### config.mk
export PLATFORM = sky130hd
export DESIGN_NAME = spi_flash_target
export DESIGN_NICKNAME = d
export VERILOG_FILES = /design/src/rtl/spi_flash_pkg.sv /design/src/rtl/spi_sync_edge.sv /design/src/rtl/spi_flash_target.sv
export SDC_FILE = /design/constraint.sdc
export NUM_CORES = 1
export LEC_CHECK = 0
export ABC_AREA = 1
export CAP_MARGIN = 20
export CORE_UTILIZATION = 55
export CTS_CLUSTER_DIAMETER = 100
export DETAILED_ROUTE_END_ITERATION = 10
export PLACE_DENSITY = 0.75
export SYNTH_ARGS = -nofsm -noshare
export SYNTH_HDL_FRONTEND = slang
export SYNTH_SLANG_ARGS = --single-unit
### constraint.sdc
create_clock -name clock -period 2.55 [get_ports clock]
set_clock_uncertainty 0.2 [all_clocks]
set_input_delay 0.3825 -clock clock [delete_from_list [all_inputs] [get_ports clock]]
set_output_delay 0.3825 -clock clock [all_outputs]
set_load 0.03 [all_outputs]
### src/rtl/spi_flash_pkg.sv
// Shared constants for the SPI NOR flash target.
// Commands, FSM state encoding and address-phase length.
package spi_flash_pkg;

  localparam logic [7:0] CMD_READ      = 8'h03;
  localparam logic [7:0] CMD_JEDEC_ID  = 8'h9F;
  localparam logic [7:0] CMD_FAST_READ = 8'h0B;

  localparam logic [2:0] ST_IDLE   = 3'd0;
  localparam logic [2:0] ST_CMD    = 3'd1;
  localparam logic [2:0] ST_ADDR   = 3'd2;
  localparam logic [2:0] ST_DUMMY  = 3'd3;
  localparam logic [2:0] ST_DATA   = 3'd4;
  localparam logic [2:0] ST_ID     = 3'd5;
  localparam logic [2:0] ST_IGNORE = 3'd6;

  localparam int ADDR_LEN = 24;

endpackage

### src/rtl/spi_sync_edge.sv
// Input synchroniser for a pad signal plus rise/fall detection
// on the synchronised value. STAGES must be at least 2.
module spi_sync_edge #(
  parameter int   STAGES  = 2,
  parameter logic RST_VAL = 1'b0
) (
  input  logic clock,
  input  logic reset_b,
  input  logic d_i,
  output logic rise_o,
  output logic fall_o
);

  logic [STAGES-1:0] sync_q;
  logic              prev_q;

  always_ff @(posedge clock or negedge reset_b) begin
    if (!reset_b) begin
      sync_q <= {STAGES{RST_VAL}};
      prev_q <= RST_VAL;
    end else begin
      sync_q <= {sync_q[STAGES-2:0], d_i};
      prev_q <= sync_q[STAGES-1];
    end
  end

  assign rise_o = sync_q[STAGES-1] & ~prev_q;
  assign fall_o = ~sync_q[STAGES-1] & prev_q;

endmodule

### src/rtl/spi_flash_target.sv
// SPI mode-0 serial NOR flash emulator (READ, JEDEC ID).
// Define FAST_READ_EN to also accept FAST READ (0x0B).
module spi_flash_target
  import spi_flash_pkg::*;
#(
  parameter int          ADDR_W      = 19,
  parameter logic [23:0] JEDEC_ID    = 24'hEF4013,
  parameter int          SYNC_STAGES = 2
) (
  input  logic              clock,
  input  logic              reset_b,
  input  logic              spi_sck,
  input  logic              spi_cs_b,
  input  logic              spi_mosi,
  output logic              spi_miso,
  output logic              spi_miso_oe,
  output logic              mem_req,
  output logic [ADDR_W-1:0] mem_addr,
  input  logic              mem_ack,
  input  logic [7:0]        mem_data,
  output logic              underrun
);

  logic sck_rise, sck_fall;
  logic [SYNC_STAGES-1:0] cs_sync_q, mosi_sync_q;
  logic cs_s, mosi_s;

  logic [2:0]        state_q, state_d;
  logic [4:0]        cnt_q, cnt_d;
  logic [3:0]        fcnt_q, fcnt_d;
  logic [23:0]       sin_q, sin_d;
  logic [23:0]       sout_q, sout_d;
  logic              miso_q, miso_d;
  logic              oe_q, oe_d;
  logic              req_q, req_d;
  logic [ADDR_W-1:0] addr_q, addr_d;
  logic              unr_q, unr_d;
  logic              rdy_q, rdy_d;
  logic              fast_q, fast_d;

  logic [23:0] word_v;
  logic [7:0]  byte_v;
  logic [3:0]  sh_v;
  logic        is_read_v, is_id_v, is_fast_v;

  spi_sync_edge #(
    .STAGES  (SYNC_STAGES),
    .RST_VAL (1'b0)
  ) u_sck (
    .clock   (clock),
    .reset_b (reset_b),
    .d_i     (spi_sck),
    .rise_o  (sck_rise),
    .fall_o  (sck_fall)
  );

  assign cs_s   = cs_sync_q[SYNC_STAGES-1];
  assign mosi_s = mosi_sync_q[SYNC_STAGES-1];

  always_comb begin
    state_d = state_q;
    cnt_d   = cnt_q;
    fcnt_d  = fcnt_q;
    sin_d   = sin_q;
    sout_d  = sout_q;
    miso_d  = miso_q;
    oe_d    = oe_q;
    req_d   = req_q;
    addr_d  = addr_q;
    unr_d   = unr_q;
    rdy_d   = rdy_q;
    fast_d  = fast_q;
    word_v    = {sin_q[22:0], mosi_s};
    is_read_v = (word_v[7:0] == CMD_READ);
    is_id_v   = (word_v[7:0] == CMD_JEDEC_ID);
`ifdef FAST_READ_EN
    is_fast_v = (word_v[7:0] == CMD_FAST_READ);
`else
    is_fast_v = 1'b0;
`endif
    sh_v   = fcnt_q + {3'b000, (state_q == ST_DATA) & sck_fall};
    byte_v = mem_data << sh_v;

    if (req_q && mem_ack) req_d = 1'b0;
    if (sck_rise) sin_d = word_v;

    if (cs_s) begin
      state_d = ST_IDLE;
      oe_d    = 1'b0;
      cnt_d   = '0;
      fcnt_d  = '0;
      unr_d   = 1'b0;
      rdy_d   = 1'b0;
    end else begin
      unique case (state_q)
        ST_IDLE: begin
          state_d = ST_CMD;
          cnt_d   = '0;
        end
        ST_CMD: if (sck_rise) begin
          cnt_d = cnt_q + 5'd1;
          if (cnt_q == 5'd7) begin
            cnt_d = '0;
            unique case (1'b1)
              is_read_v | is_fast_v: begin
                state_d = ST_ADDR;
                fast_d  = is_fast_v;
              end
              is_id_v: begin
                state_d = ST_ID;
                sout_d  = JEDEC_ID;
                oe_d    = 1'b1;
              end
              default: state_d = ST_IGNORE;
            endcase
          end
        end
        ST_ADDR: if (sck_rise) begin
          cnt_d = cnt_q + 5'd1;
          if (cnt_q == 5'(ADDR_LEN - 1)) begin
            cnt_d   = '0;
            fcnt_d  = '0;
            addr_d  = word_v[ADDR_W-1:0];
            req_d   = 1'b1;
            rdy_d   = 1'b0;
            state_d = fast_q ? ST_DUMMY : ST_DATA;
          end
        end
        ST_DUMMY: if (sck_rise) begin
          cnt_d = cnt_q + 5'd1;
          if (cnt_q == 5'd7) begin
            cnt_d   = '0;
            state_d = ST_DATA;
          end
        end
        ST_DATA: begin
          // Shift even when not ready so a late byte lands bit-aligned.
          if (sck_fall) begin
            oe_d   = 1'b1;
            miso_d = rdy_q & sout_q[23];
            sout_d = {sout_q[22:0], 1'b0};
            fcnt_d = fcnt_q + 4'd1;
            if (!rdy_q && fcnt_q == 4'd0) unr_d = 1'b1;
          end
          if (sck_rise) begin
            cnt_d = cnt_q + 5'd1;
            if (cnt_q == 5'd7) begin
              cnt_d  = '0;
              fcnt_d = '0;
              addr_d = addr_q + 1'b1;
              req_d  = 1'b1;
              rdy_d  = 1'b0;
            end
          end
        end
        ST_ID: if (sck_fall) begin
          miso_d = sout_q[23];
          sout_d = {sout_q[22:0], sout_q[23]};
        end
        ST_IGNORE: ;
        default: state_d = ST_IDLE;
      endcase
    end

    if (!cs_s && req_q && mem_ack &&
        (state_q == ST_DATA || state_q == ST_DUMMY)) begin
      sout_d[23:16] = byte_v;
      rdy_d         = 1'b1;
    end
  end

  always_ff @(posedge clock or negedge reset_b) begin
    if (!reset_b) begin
      cs_sync_q   <= '1;
      mosi_sync_q <= '0;
      state_q     <= ST_IDLE;
      cnt_q       <= '0;
      fcnt_q      <= '0;
      sin_q       <= '0;
      sout_q      <= '0;
      miso_q      <= 1'b1;
      oe_q        <= 1'b0;
      req_q       <= 1'b0;
      addr_q      <= '0;
      unr_q       <= 1'b0;
      rdy_q       <= 1'b0;
      fast_q      <= 1'b0;
    end else begin
      cs_sync_q   <= {cs_sync_q[SYNC_STAGES-2:0], spi_cs_b};
      mosi_sync_q <= {mosi_sync_q[SYNC_STAGES-2:0], spi_mosi};
      state_q     <= state_d;
      cnt_q       <= cnt_d;
      fcnt_q      <= fcnt_d;
      sin_q       <= sin_d;
      sout_q      <= sout_d;
      miso_q      <= miso_d;
      oe_q        <= oe_d;
      req_q       <= req_d;
      addr_q      <= addr_d;
      unr_q       <= unr_d;
      rdy_q       <= rdy_d;
      fast_q      <= fast_d;
    end
  end

  assign spi_miso    = miso_q;
  assign spi_miso_oe = oe_q;
  assign mem_req     = req_q;
  assign mem_addr    = addr_q;
  assign underrun    = unr_q;

endmodule

==> impl_metrics.json, run 1 <==
{
  "status": "finished clean",
  "synth_nets": 641,
  "slew_headroom": 0.620,
  "num_rows": 33,
  "coreArea_um2": 8260,
  "place_area_um2": 5230,
  "mostFrequentLayoutCell": "nand2_1",
  "numClockSinks": 85,
  "synth_top_area_frac": 0.434,
  "slowest_stage": "dfrtp_1",
  "fmax_mhz": 430,
  "cts_tree": "done",
  "cp.arrival_ps": 2410,
  "powerDensity_nw_per_um2": 943,
  "die_y_um": 94.7,
  "fin_tns_setup_ps": 0,
  "setup_viol_count_final": 0,
  "wl_per_cell_um": 14.3,
  "grt_pass1_wl_mm": 18.5,
  "final_cell_mix": "nand2_1, dfrtp_1, inv_1",
  "fin_ws_ps": 222,
  "drcViolationCount": 0,
  "wl_met3_um": 411,
  "dr.pass1.iters": 4,
  "period_needed_ps": 2330,
  "path_clk_slew_ps": 90,
  "antenna_cells": 0,
  "post_cts_buffers": 0,
  "syn_area_um2": 4730,
  "overflow": 0,
  "place_congestion": 0.910,
  "port_buffers": 36,
  "utilization": 0.662,
  "grt_max_degree": 46,
  "min_from": "u_sck.sync_q[0]",
  "grt_pass1_vias": 4054,
  "rsz0062_at_grt": "false",
  "syn_inst": 620,
  "io_pins": 37,
  "met2WireLength_mm": 5.37,
  "synth_area_leaders": "dfrtp_1, nand2_1, o21ai_0",
  "critPathMaxStageDelay_ps": 460,
  "areaGrowthSynthToFinish_pct": 15.6,
  "finalHoldViolCount": 0,
  "holdPathEnd": "u_sck.sync_q[1]",
  "whs_ps": 158,
  "crit_required_ps": 2640,
  "min_period_over_period": 0.913,
  "seq_area_frac_synth": 0.450,
  "dieArea_um2": 8980,
  "wl_met1_mm": 5.10,
  "grt_usage": 0.266,
  "ant_nets": 0,
  "drive_gt1_frac": 0.100,
  "cts_max_level": 3,
  "peakVddDrop_mv": 0.581,
  "wirelength_mm": 11.0,
  "worstSetupEndpointType": "flip-flop",
  "r2r_cells": 11,
  "max_slew.worst_pin.slew_ps": 570,
  "synth_top_area_cell": "dfrtp_1",
  "dp_slack_ps": 248,
  "start_util": 0.573,
  "crit_type": "reg2reg",
  "synth-warning-count": 0,
  "reg2reg_to": "sout_q[23]",
  "reg2reg_from": "state_q[1]",
  "num_vias": 4280,
  "clk-insertion-delay-late_ps": 370,
  "critical_path_peak_fanout": 13,
  "fin_area_um2": 5470,
  "cts_buffers": 9,
  "yosysUniqueCellTypes": 42,
  "antenna_found_initial": 0,
  "clockRootBuffer": "clkbuf_8",
  "dp_hpwl_mm": 8.01,
  "fill_cells": 731,
  "cts_buffer_depth": 2,
  "total_leakage_power_nw": 2.53,
  "dr.first_iter.drc_count": 233,
  "r2r_slack_ps": 220,
  "cap_viol_max_count": 0,
  "nNetsFinal": 683,
  "startpoint_type": "flip-flop",
  "hold_class": "reg2reg",
  "die_w_um": 94.7,
  "cp_cell_sequence": "inv_2 -> nand2_1 -> nor2_4 -> inv_2 -> a21oi_2 -> nor2_1 -> nand2_2 -> nand2_2 -> inv_1 -> nor2_1 -> a21oi_1",
  "min_path_cells": 0,
  "ys_seq_elements": 85,
  "maxSlewViolCount": 0,
  "top_layer": "met4",
  "postSynthAreaPerCell_um2": 7.63,
  "vias_per_cell": 5.54
}
-- what timing repair did --
item | 4_1_cts | 5_1_grt
hold buffers | 1 | 0
hold endpoints to repair | 39 | 0
setup endpoints to repair | 0 | 1
resized for setup | 0 | 1
-- through the flow --
step	cells	total power, W
floorplan	620	0.00337
global placement	755	0.00399
detailed placement	755	0.00404
CTS	772	0.00516
global route	772	0.00549
finish	772	0.00516
-- critical path, delay by kind of cell (launching register included) --
family / cells / cell delay, ps
DFF: 1 / 460
AOI/OAI and AO/OA: 2 / 340
buffers and inverters: 3 / 380
and+or+nand+nor: 6 / 880
-- Yosys cell counts --
cell and number:
nand2_1 141, dfrtp_1 82, inv_1 71, o21ai_0 58, nor2_1 56, nand3_1 51
a21oi_1 33, nor3_1 11, inv_2 9, a31oi_1 8, buf_2 8, ha_1 7
nand2_2 7, xor2_1 7, clkbuf_1 6, nand4_1 6, nor2_4 6, o211ai_1 6
o31ai_1 6, nor2_2 4, a211oi_1 3, dfstp_2 3, o22a_1 3, xnor2_1 3
a21oi_2 2, buf_4 2, buf_6 2, nand3_2 2, o21ai_1 2, o21bai_1 2
or2_2 2, a21boi_0 1, and2_1 1, and3_1 1, buf_1 1, mux2i_1 1
nand3b_1 1, nor3_2 1, nor4_1 1, o221ai_1 1, o311ai_0 1, or2_1 1
-- report_power, final --
part / internal (W) / leakage (nW) / switching (W)
clock: 0.000568 / 0.117 / 0.000539
sequential: 0.00168 / 1.10 / 0.000322
combinational: 0.000739 / 1.32 / 0.00131
total: 0.00299 / 2.53 / 0.00217
-- flip-flops by register name (all words and copies together), names as in the netlist --
signal        count
underrun          1
cnt_q             5
u_sck.prev_q      1
state_q           3
fcnt_q            4
spi_miso          1
mosi_sync_q       2
cs_sync_q         2
u_sck.sync_q      2
sout_q           24
spi_miso_oe       1
mem_req           1
mem_addr         19
rdy_q             1
sin_q            18
-- metal layers --
metal | up-vias | GRT usage
li1 | 2112 | -
met1 | 2046 | 0.362
met3 | 14 | 0.0378
met4 | 0 | 0.101
met5 | - | 0
met2 | 108 | 0.432
-- kinds of logic (layout without fill, tap and decap cells) --
| group | after synthesis | after routing | synth area share |
|---|---|---|---|
| AOI/OAI and AO/OA | 126 | 126 | 0.150 |
| xor gates and xnor gates | 10 | 10 | 0.0185 |
| adders and majority gates | 7 | 7 | 0.0185 |
| buffers and inverters | 99 | 146 | 0.0854 |
| DFF | 85 | 85 | 0.450 |
| muxes | 1 | 1 | 0.00212 |
| and+or+nand+nor | 292 | 292 | 0.275 |
-- worst max path at each step --
| stage | slack (ps) | end | depth (start not counted) | start |
|---|---|---|---|---|
| 3_3_place_gp | 320 | sout_q[21] | 12 | state_q[1] |
| 4_1_cts | 220 | sout_q[17] | 10 | state_q[0] |
| 3_5_place_dp | 250 | sout_q[17] | 10 | state_q[0] |
| 6_report | 220 | sout_q[23] | 11 | state_q[1] |
| 2_1_floorplan | 450 | sout_q[17] | 11 | u_sck.prev_q |
| 5_1_grt | 10 | sout_q[23] | 11 | state_q[1] |
-- layout make-up --
type	count	area, µm²	share of cell area
clock buffer	9	124	0.0226
clock inverter	7	103	0.0188
inverter	80	300	0.0549
multi-input combinational	436	2200	0.403
sequential	85	2130	0.390
tap	105	131	0.0240
timing repair buffer	50	478	0.0874
Power figures use the tool's default switching activity.
==> run 2, diff against run 1 <==
--- a/config.mk
+++ b/config.mk
@@ -6,9 +6,8 @@
 export NUM_CORES = 1
 export LEC_CHECK = 0
 export ABC_AREA = 1
-export CAP_MARGIN = 20
 export CORE_UTILIZATION = 55
-export CTS_CLUSTER_DIAMETER = 100
+export CTS_CLUSTER_DIAMETER = 60
 export DETAILED_ROUTE_END_ITERATION = 10
 export PLACE_DENSITY = 0.75
 export SYNTH_ARGS = -nofsm -noshare
==> results of run 2 <==
The final DEF is identical to that of run 1; final timing and power are the same.
